[config.mk]
export PLATFORM = sky130hd
export DESIGN_NAME = mult_share_ctrl_flat
export DESIGN_NICKNAME = d
export VERILOG_FILES = /design/src/rtl/mult_share_ctrl_if.sv /design/src/rtl/mult_share_ctrl.sv /design/src/flat_wrapper.sv
export SDC_FILE = /design/constraint.sdc
export NUM_CORES = 1
export LEC_CHECK = 0
export ABC_CLOCK_PERIOD_IN_PS = 2150
export CAP_MARGIN = 20
export CORE_MARGIN = 3
export CORE_UTILIZATION = 40
export CTS_CLUSTER_SIZE = 28
export DETAILED_ROUTE_END_ITERATION = 10
export PLACE_DENSITY = 0.81
export SLEW_MARGIN = 10
export SYNTH_ARGS = -nofsm -noshare
export SYNTH_HDL_FRONTEND = slang
export SYNTH_SLANG_ARGS = --single-unit
[constraint.sdc]
create_clock -name clk -period 2.15 [get_ports clk]
set_input_delay 0.43 -clock clk [delete_from_list [all_inputs] [get_ports clk]]
set_output_delay 0.43 -clock clk [all_outputs]
set_load 0.1 [all_outputs]
[src/rtl/mult_share_ctrl_if.sv]
// Requester and multiplier-side signals of the two-port multiplier share controller.
interface mult_share_ctrl_if #(
  parameter int W = 24
);
  logic             req0;
  logic             req1;
  logic [W-1:0]     a0;
  logic [W-1:0]     b0;
  logic [W-1:0]     a1;
  logic [W-1:0]     b1;
  logic             gnt0;
  logic             gnt1;
  logic             done0;
  logic             done1;
  logic [2*W-1:0]   result;
  logic             err;
  logic             busy;
  logic             mult_start;
  logic [W-1:0]     mult_a;
  logic [W-1:0]     mult_b;
  logic [2*W-1:0]   mult_result;
  logic             mult_ready;

  modport master (
    input  req0, req1, a0, b0, a1, b1, mult_result, mult_ready,
    output gnt0, gnt1, done0, done1, result, err, busy, mult_start, mult_a, mult_b
  );

  modport slave (
    output req0, req1, a0, b0, a1, b1, mult_result, mult_ready,
    input  gnt0, gnt1, done0, done1, result, err, busy, mult_start, mult_a, mult_b
  );
endinterface

[src/rtl/mult_share_ctrl.sv]
// Round-robin arbiter sharing one sequential multiplier between two requesters; gnt 1 cycle after req,
// done >= 3 cycles after gnt (TIMEOUT cycles worst case); requests are held off without grant while busy.
module mult_share_ctrl #(
  parameter int W       = 24,
  parameter int TIMEOUT = 255
) (
  input logic               clk,
  input logic               rst,
  mult_share_ctrl_if.master bus
);
  localparam int CW = $clog2(TIMEOUT + 1);

  typedef enum logic [2:0] {IDLE, ISSUE, BUSY, WAIT, DONE} state_t;

  state_t        state;
  logic [CW-1:0] cnt;
  logic          sel;
  logic          last;
  logic          pick;
  logic          timeout;
  logic [W-1:0]  op_a;
  logic [W-1:0]  op_b;

  // last = requester served most recently; a tie goes to the other one
  assign pick    = (bus.req0 && bus.req1) ? ~last : bus.req1;
  assign op_a    = pick ? bus.a1 : bus.a0;
  assign op_b    = pick ? bus.b1 : bus.b0;
  assign timeout = (cnt == CW'(TIMEOUT - 1));

  always_ff @(posedge clk) begin
    if (!rst) begin
      state          <= IDLE;
      cnt            <= '0;
      sel            <= 1'b0;
      last           <= 1'b1;
      bus.gnt0       <= 1'b0;
      bus.gnt1       <= 1'b0;
      bus.done0      <= 1'b0;
      bus.done1      <= 1'b0;
      bus.err        <= 1'b0;
      bus.busy       <= 1'b0;
      bus.mult_start <= 1'b0;
      bus.result     <= '0;
      bus.mult_a     <= '0;
      bus.mult_b     <= '0;
    end else begin
      bus.gnt0       <= 1'b0;
      bus.gnt1       <= 1'b0;
      bus.done0      <= 1'b0;
      bus.done1      <= 1'b0;
      bus.err        <= 1'b0;
      bus.mult_start <= 1'b0;
      case (state)
        IDLE: begin
          if (bus.req0 || bus.req1) begin
            state          <= ISSUE;
            sel            <= pick;
            last           <= pick;
            bus.gnt0       <= ~pick;
            bus.gnt1       <= pick;
            bus.mult_start <= 1'b1;
            bus.mult_a     <= op_a;
            bus.mult_b     <= op_b;
            bus.busy       <= 1'b1;
            cnt            <= '0;
          end
        end
        ISSUE: begin
          state <= BUSY;
          // cnt holds the number of cycles elapsed since ISSUE
          cnt   <= CW'(1);
        end
        BUSY, WAIT: begin
          if (state == WAIT && bus.mult_ready) begin
            state      <= DONE;
            bus.result <= bus.mult_result;
            bus.done0  <= ~sel;
            bus.done1  <= sel;
          end else if (timeout) begin
            state      <= DONE;
            bus.result <= '0;
            bus.err    <= 1'b1;
            bus.done0  <= ~sel;
            bus.done1  <= sel;
          end else begin
            cnt <= cnt + 1'b1;
            if (state == BUSY && !bus.mult_ready) begin
              state <= WAIT;
            end
          end
        end
        DONE: begin
          state    <= IDLE;
          bus.busy <= 1'b0;
        end
        default: begin
          state    <= IDLE;
          bus.busy <= 1'b0;
        end
      endcase
    end
  end
endmodule

[src/flat_wrapper.sv]
// flat-port wrapper written by rule: the top's interface ports become plain ports
module mult_share_ctrl_flat 
#(
  parameter int W       = 24,
  parameter int TIMEOUT = 255
)
  (clk, rst, bus_req0, bus_req1, bus_a0, bus_b0, bus_a1, bus_b1, bus_mult_result, bus_mult_ready, bus_gnt0, bus_gnt1, bus_done0, bus_done1, bus_result, bus_err, bus_busy, bus_mult_start, bus_mult_a, bus_mult_b);
  mult_share_ctrl_if #(.W(W)) bus_i ();
  input logic clk;
  input logic rst;
  input wire logic [$bits(bus_i.req0)-1:0] bus_req0;
  input wire logic [$bits(bus_i.req1)-1:0] bus_req1;
  input wire logic [$bits(bus_i.a0)-1:0] bus_a0;
  input wire logic [$bits(bus_i.b0)-1:0] bus_b0;
  input wire logic [$bits(bus_i.a1)-1:0] bus_a1;
  input wire logic [$bits(bus_i.b1)-1:0] bus_b1;
  input wire logic [$bits(bus_i.mult_result)-1:0] bus_mult_result;
  input wire logic [$bits(bus_i.mult_ready)-1:0] bus_mult_ready;
  output wire logic [$bits(bus_i.gnt0)-1:0] bus_gnt0;
  output wire logic [$bits(bus_i.gnt1)-1:0] bus_gnt1;
  output wire logic [$bits(bus_i.done0)-1:0] bus_done0;
  output wire logic [$bits(bus_i.done1)-1:0] bus_done1;
  output wire logic [$bits(bus_i.result)-1:0] bus_result;
  output wire logic [$bits(bus_i.err)-1:0] bus_err;
  output wire logic [$bits(bus_i.busy)-1:0] bus_busy;
  output wire logic [$bits(bus_i.mult_start)-1:0] bus_mult_start;
  output wire logic [$bits(bus_i.mult_a)-1:0] bus_mult_a;
  output wire logic [$bits(bus_i.mult_b)-1:0] bus_mult_b;
  assign bus_i.req0 = bus_req0;
  assign bus_i.req1 = bus_req1;
  assign bus_i.a0 = bus_a0;
  assign bus_i.b0 = bus_b0;
  assign bus_i.a1 = bus_a1;
  assign bus_i.b1 = bus_b1;
  assign bus_i.mult_result = bus_mult_result;
  assign bus_i.mult_ready = bus_mult_ready;
  assign bus_gnt0 = bus_i.gnt0;
  assign bus_gnt1 = bus_i.gnt1;
  assign bus_done0 = bus_i.done0;
  assign bus_done1 = bus_i.done1;
  assign bus_result = bus_i.result;
  assign bus_err = bus_i.err;
  assign bus_busy = bus_i.busy;
  assign bus_mult_start = bus_i.mult_start;
  assign bus_mult_a = bus_i.mult_a;
  assign bus_mult_b = bus_i.mult_b;
  mult_share_ctrl #(.W(W), .TIMEOUT(TIMEOUT)) u_core (.clk(clk), .rst(rst), .bus(bus_i));
endmodule
==> results.md, run 1 <==
* Status: complete, no violations
* Peak VDD IR at 0.000881 V
* Mean Syn Cell Area at 11.4 um^2
* Pwr/cell area at 1240 nW/um^2
* Final Hold Vio Count at 0
* Setup crit start kind: flop
* First-pass GRT wire length at 22100 um
* Routed len/inst at 17.7 um
* Slew margin rel. at 50.6%
* Vias/cell at 5.12
* # hold bufs at CTS at 0
* Syn Std Cell Area at 4870 um^2
* Core area at 11700 um^2
* Critical Path RT at 2500 ps
* Critical Path Fanout Max at 24
* Yosys top cell area share at 47.7%
* CP Capture Type: flop
* Placed Instance Area at 7270 um^2
* Max-cap viol count at 0
* Fillers at 913
* DRC Markers at 0
* Syn-to-layout area delta at 62.6%
* CTS sink count at 116
* Max-slew violations at 0
* CTS tree: done
* CP Class: flop to flop
* Number of routed nets with antenna violations at 0
* P_sw at 4.17 mW
* Vias in the first global route at 4248
* Num ports at 252
* Final setup TNS at 0 ps
* Row Count at 39
* Finished Layout Cells at 840
* CTS Buf Count at 17
* Clock Tree Buf Depth at 2
* Die Wd at 116 um
* # nets final at 835
* P_leak at 3.28 nW
* Global route overflow at 0
* Number of flops mapped to enable cells by yosys at 0
* Final setup violation count at 0
* Die height at 116 um
* Period utilization at 94.1%
* Syn. warnings at 0
* Placed Cells at 807
* Starting Density at 41.7%
* #FFs+latches synth at 116
* Worst Skew at 10.2 ps
* GR Util All Layers at 21.0%
* Switching portion of total power at 42.5%
* HPWL after DPL at 11000 um
* Min-Delay Path Class: flop to flop
* Pin count of the biggest net entering global routing at 58
* Synthesized instance count at 428
* Mapped Nets at 579
* Area contributors post-synth: dfxtp_1 48%, a211oi_2 12%, mux2i_1 10%
* Port bufs at 251
* Antenna violations before repair at 0
* Main synth FF type: dfxtp_1
* Total Wirelength at 14800 um
* Most common cell after layout, fill and taps aside: clkdlybuf4s50_1
* Final hold slack at 471 ps
* CP Data Arrival Time at 2380 ps
* Die Area at 13500 um^2
* # H-tree levels at 4
* Period minus WS final at 2020 ps
* Fmax at 0.494 GHz
* Antenna diode instance count at 0
* Sequential power share at 26.9%
* Vias at 4299
* Yosys cell types at 51
* Logic pwr share at 42.9%
* Post-synthesis sequential area ratio at 47.7%
* Total power at 9.82 mW
* Initial drt markers at 263
* Final instance area at 7910 um^2
* Clock power frac at 30.2%
* Post-synth top area cell: dfxtp_1
* Post-synth ARST share at 0%
* Most frequent cells in the layout: 148 x clkdlybuf4s50_1, 120 x buf_4, 116 x dfxtp_1
* Least-Margin Pin Slew at 740 ps
* First drt pass iteration count at 4
* Share of layout cells above drive strength 1 at 31.9%
* Root buffer cell: clkbuf_16
* Worst-path clk slew at 50 ps
* RSZ-0062 raised after global routing: false
* Clock Latency Late Sink at 410 ps
* Int Power at 5.65 mW
* RD Place Congestion at 0.826
==> metal layers <==
layer / wire length, um / global-route usage (%) / vias to the layer above
li1: - / - / 2104
met1: 5730 / 24.2 / 2013
met2: 7770 / 36.4 / 164
met3: 1070 / 6.32 / 18
met4: 278 / 8.43 / 0
met5: 0 / 0 / -
==> cells by family after synthesis <==
kind of cell             count (synthesis)  synth area share [%]
multiplexers                            50                  10.3
buffers and inverters                   42                  6.56
AND/OR/NAND/NOR                         92                  9.13
flip-flops                             116                  47.7
adder cells (fa/ha/maj)                  2                 0.514
AO/OA/AOI/OAI                          126                  25.8
==> worst max-delay path, cell delays in order, from the launching register on <==
cell     delay (ps)
dfxtp_1         360
inv_1            90
ha_1            200
nand3_1         150
o21ai_1         220
a21oi_4         670
a22o_1          260
==> state kept, by name (all words and copies together), names as in the netlist <==
signal                 flops
u_core.bus.mult_a         24
u_core.bus.gnt0            1
u_core.bus.result         48
u_core.bus.mult_start      1
u_core.bus.gnt1            1
u_core.cnt                 8
u_core.last                1
u_core.bus.busy            1
u_core.bus.mult_b         24
u_core.bus.done0           1
u_core.state               3
u_core.sel                 1
u_core.bus.done1           1
u_core.bus.err             1
==> power groups by stage <==
stage	Clock (mW)	Combinational, mW	Sequential [mW]
2_1_floorplan	0	1.26	4.69
3_3_place_gp	0	4.15	2.67
3_5_place_dp	0	4.21	2.69
4_1_cts	3.01	4.24	2.65
5_1_grt	3.11	4.40	2.68
6_report	2.96	4.21	2.64
==> Yosys cell counts, types with 2 or more instances <==
master / number
dfxtp_1: 116
nor2_1: 57
mux2i_1: 49
a211oi_2: 48
a22o_1: 48
buf_6: 17
buf_2: 9
a21oi_1: 6
nand2_1: 6
buf_4: 5
clkbuf_1: 5
and3_1: 4
inv_1: 4
nand3_1: 4
o21ai_0: 4
a21oi_2: 2
a32oi_1: 2
and2b_1: 2
ha_1: 2
nand2_4: 2
nand2b_1: 2
nor3_1: 2
o221a_2: 2
o22ai_1: 2
or3_1: 2
==> stage by stage <==
| stage | setup WS, ps | util [%] |
|---|---|---|
| finish | 127 | 67.9 |
| global route | 4.21 | 67.9 |
| CTS | 110 | 67.9 |
| detailed placement | -261 | 62.3 |
| global placement | -180 | 62.3 |
| floorplan | 609 | - |
==> timing repair <==
| item | CTS | global route |
|---|---|---|
| setup endpoints to repair | 48 | 1 |
| gates cloned | 1 | 0 |
| pin swaps | 0 | 1 |
| resized for setup | 1 | 0 |
| endpoints found under the hold margin | 0 | 0 |
| setup buffers | 0 | 0 |
==> path summary, 6_finish.rpt <==
path	from	end	slack [ps]	depth (start not counted)
worst min-delay path	u_core.sel$_SDFFE_PN0P_	u_core.bus.done0$_SDFF_PP0_	470	1
worst max register to register	u_core.cnt[0]$_SDFFE_PN0P_	u_core.bus.result[36]$_SDFFE_PN0P_	130	6
worst max-delay path	u_core.cnt[0]$_SDFFE_PN0P_	u_core.bus.result[36]$_SDFFE_PN0P_	130	6
worst min register to register	u_core.sel$_SDFFE_PN0P_	u_core.bus.done0$_SDFF_PP0_	470	1
==> final cells by class <==
class                      count  area [um^2]  share of cell area (%)
inverter                       4         15.0                   0.190
sequential                   116         2320                    29.3
clock buffer                  22          474                    5.99
timing repair buffer         274         2500                    31.6
multi-input combinational    271         2270                    28.7
tap                          143          179                    2.26
clock inverter                10          153                    1.93
No activity file was read; power rests on OpenSTA's default activity.
==> inputs of run 2 (changes only) <==
Settings changed: SLEW_MARGIN 10 to 40.
==> results.md, run 2 (synthesized netlist as in run 1, its figures left out) <==
* # nets final at 836 (was 835)
* Vias in the first global route at 4249 (was 4248)
* Share of layout cells above drive strength 1 at 32.2% (was 31.9%)
* # H-tree levels at 4 (unchanged)
* # hold bufs at CTS at 0 (unchanged)
* Int Power at 5.58 mW (was 5.65 mW)
* Vias at 4298 (was 4299)
* Largest registers: u_core.bus.result x48, u_core.bus.mult_a x24, u_core.bus.mult_b x24 (unchanged)
* Setup WS pre-CTS at -12.5 ps (was -261 ps)
* Pwr/cell area at 1240 nW/um^2 (about the same)
* Switching portion of total power at 43.1% (was 42.5%)
* CP Capture Type: flop (unchanged)
* Die height at 116 um (unchanged)
* Max-slew violations at 0 (unchanged)
* Period utilization at 89.7% (was 94.1%)
* RD Place Congestion at 0.826 (unchanged)
* Clock Latency Late Sink at 410 ps (about the same)
* Min-Delay Path Class: flop to flop (unchanged)
* Pin count of the biggest net entering global routing at 58 (unchanged)
* Final Hold Vio Count at 0 (unchanged)
* Multi-input logic area at 2250 um^2 (was 2270 um^2)
* Max FFs per register at 48 (unchanged)
* Worst-path clk slew at 50 ps (about the same)
* Antenna violations before repair at 0 (unchanged)
* Final hold slack at 471 ps (about the same)
* CP max-delay cell: dfxtp_1 (was a21oi_4)
* Critical Path Fanout Max at 21 (was 24)
* CP Data Arrival Time at 2270 ps (was 2380 ps)
* Die Area at 13500 um^2 (unchanged)
* Most frequent cells in the layout: 148 x clkdlybuf4s50_1, 120 x buf_4, 116 x dfxtp_1 (unchanged)
* Cell family with most CP delay: compound AO/OA/AOI/OAI gates (unchanged)
* DRC Markers at 0 (unchanged)
* Global route overflow at 0 (unchanged)
* GRT busiest layer: met2 (unchanged)
* Initial drt markers at 244 (was 263)
* P_sw at 4.24 mW (was 4.17 mW)
* HPWL after DPL at 11100 um (was 11000 um)
* P_leak at 3.27 nW (was 3.28 nW)
* Least-Margin Pin Slew at 389 ps (was 740 ps)
* Syn-to-layout area delta at 63.0% (was 62.6%)
* M3 GR Usage at 5.28% (was 6.32%)
* CTS sink count at 116 (unchanged)
* Fmax at 0.519 GHz (was 0.494 GHz)
* Slew margin rel. at 74.0% (was 50.6%)
* Clock Tree Buf Depth at 2 (unchanged)
* Row Count at 39 (unchanged)
* Root buffer cell: clkbuf_16 (unchanged)
* Status: complete, no violations (unchanged)
* Routed len/inst at 17.5 um (was 17.7 um)
* Setup crit start kind: flop (unchanged)
* Cts repair resizes at 0 (was 1)
* Met1 Usage GRT at 23.4% (was 24.2%)
* Most common cell after layout, fill and taps aside: clkdlybuf4s50_1 (unchanged)
* Crit-path max cell delay at 370 ps (was 670 ps)
* GR Util All Layers at 20.7% (was 21.0%)
* CP Class: flop to flop (unchanged)
* Period minus WS final at 1930 ps (was 2020 ps)
* Max-cap viol count at 0 (unchanged)
* CTS tree: done (unchanged)
* Final Core Density at 68.0% (was 67.9%)
* Antenna diode instance count at 0 (unchanged)
* First-pass GRT wire length at 21700 um (was 22100 um)
* Num ports at 252 (unchanged)
* Worst Path Buf+Inv at 3 (was 1)
* Number of routed nets with antenna violations at 0 (unchanged)
* Starting Density at 41.7% (unchanged)
* Clock power frac at 30.2% (about the same)
* Worst Skew at 6.33 ps (was 10.2 ps)
* Fillers at 895 (was 913)
* Crit-path cells: inv_1 -> ha_1 -> nand3_1 -> o21ai_1 -> a21oi_4 -> buf_8 -> buf_8 -> a22o_1 (was inv_1 -> ha_1 -> nand3_1 -> o21ai_1 -> a21oi_4 -> a22o_1)
* Final setup violation count at 0 (unchanged)
* Setup slack, reg-to-reg at 220 ps (was 130 ps)
* CTS Buf Count at 17 (unchanged)
* Logic pwr share at 42.9% (about the same)
* Core area at 11700 um^2 (unchanged)
* Port bufs at 251 (unchanged)
* FF/Latch Area at 2320 um^2 (unchanged)
* Final setup TNS at 0 ps (unchanged)
* Sequential power share at 26.9% (about the same)
* RSZ-0062 raised after global routing: false (unchanged)
* GR Util met2 at 37.1% (was 36.4%)
* First drt pass iteration count at 4 (unchanged)
* Final WS setup at 222 ps (was 127 ps)
* CP dominant cell by count: buf_8
* Setup Fix Bufs, Post-CTS at 0 (unchanged)
* Die Wd at 116 um (unchanged)
* Total Wirelength at 14700 um (was 14800 um)
* Critical Path RT at 2490 ps (was 2500 ps)
* Peak VDD IR at 0.000770 V (was 0.000881 V)
* Largest reg by FF count: u_core.bus.result (unchanged)
* Total power at 9.82 mW (about the same)
* Vias/cell at 5.11 (was 5.12)
## run 2: layout make-up
class | count | area share [%]
timing repair buffer | 276 | 31.9
multi-input combinational | 270 | 28.4
inverter | 4 | 0.189
sequential | 116 | 29.3
clock inverter | 15 | 2.60
clock buffer | 17 | 5.36
tap | 143 | 2.26
## run 2: power groups by stage
stage | sequential [mW] | clock, mW | combinational [mW]
6_report | 2.64 | 2.96 | 4.21
3_5_place_dp | 2.68 | 0 | 4.22
5_1_grt | 2.68 | 3.11 | 4.40
3_3_place_gp | 2.67 | 0 | 4.15
2_1_floorplan | 4.69 | 0 | 1.26
4_1_cts | 2.64 | 3.02 | 4.24
## run 2: worst paths after layout
kind                                   start                                end  cells past startpoint
setup / recovery  u_core.cnt[0]$_SDFFE_PN0P_  u_core.bus.result[8]$_SDFFE_PN0P_                      8
hold / removal       u_core.sel$_SDFFE_PN0P_        u_core.bus.done0$_SDFF_PP0_                      1
setup reg to reg  u_core.cnt[0]$_SDFFE_PN0P_  u_core.bus.result[8]$_SDFFE_PN0P_                      8
hold reg to reg      u_core.sel$_SDFFE_PN0P_        u_core.bus.done0$_SDFF_PP0_                      1
## run 2: layer usage
metal / part of all wire (%) / vias to the layer above / wire [um]
met2: 53 / 169 / 7730
li1: - / 2104 / -
met4: 2.3 / 0 / 340
met1: 39 / 1994 / 5670
met5: 0 / - / 0
met3: 6.6 / 31 / 968
## run 2: metrics by stage
step,instances,cell area [um^2]
after floorplan,428,4870
after global placement,807,7270
after detailed placement,809,7300
after CTS,841,7930
after global routing,841,7930
final,841,7930
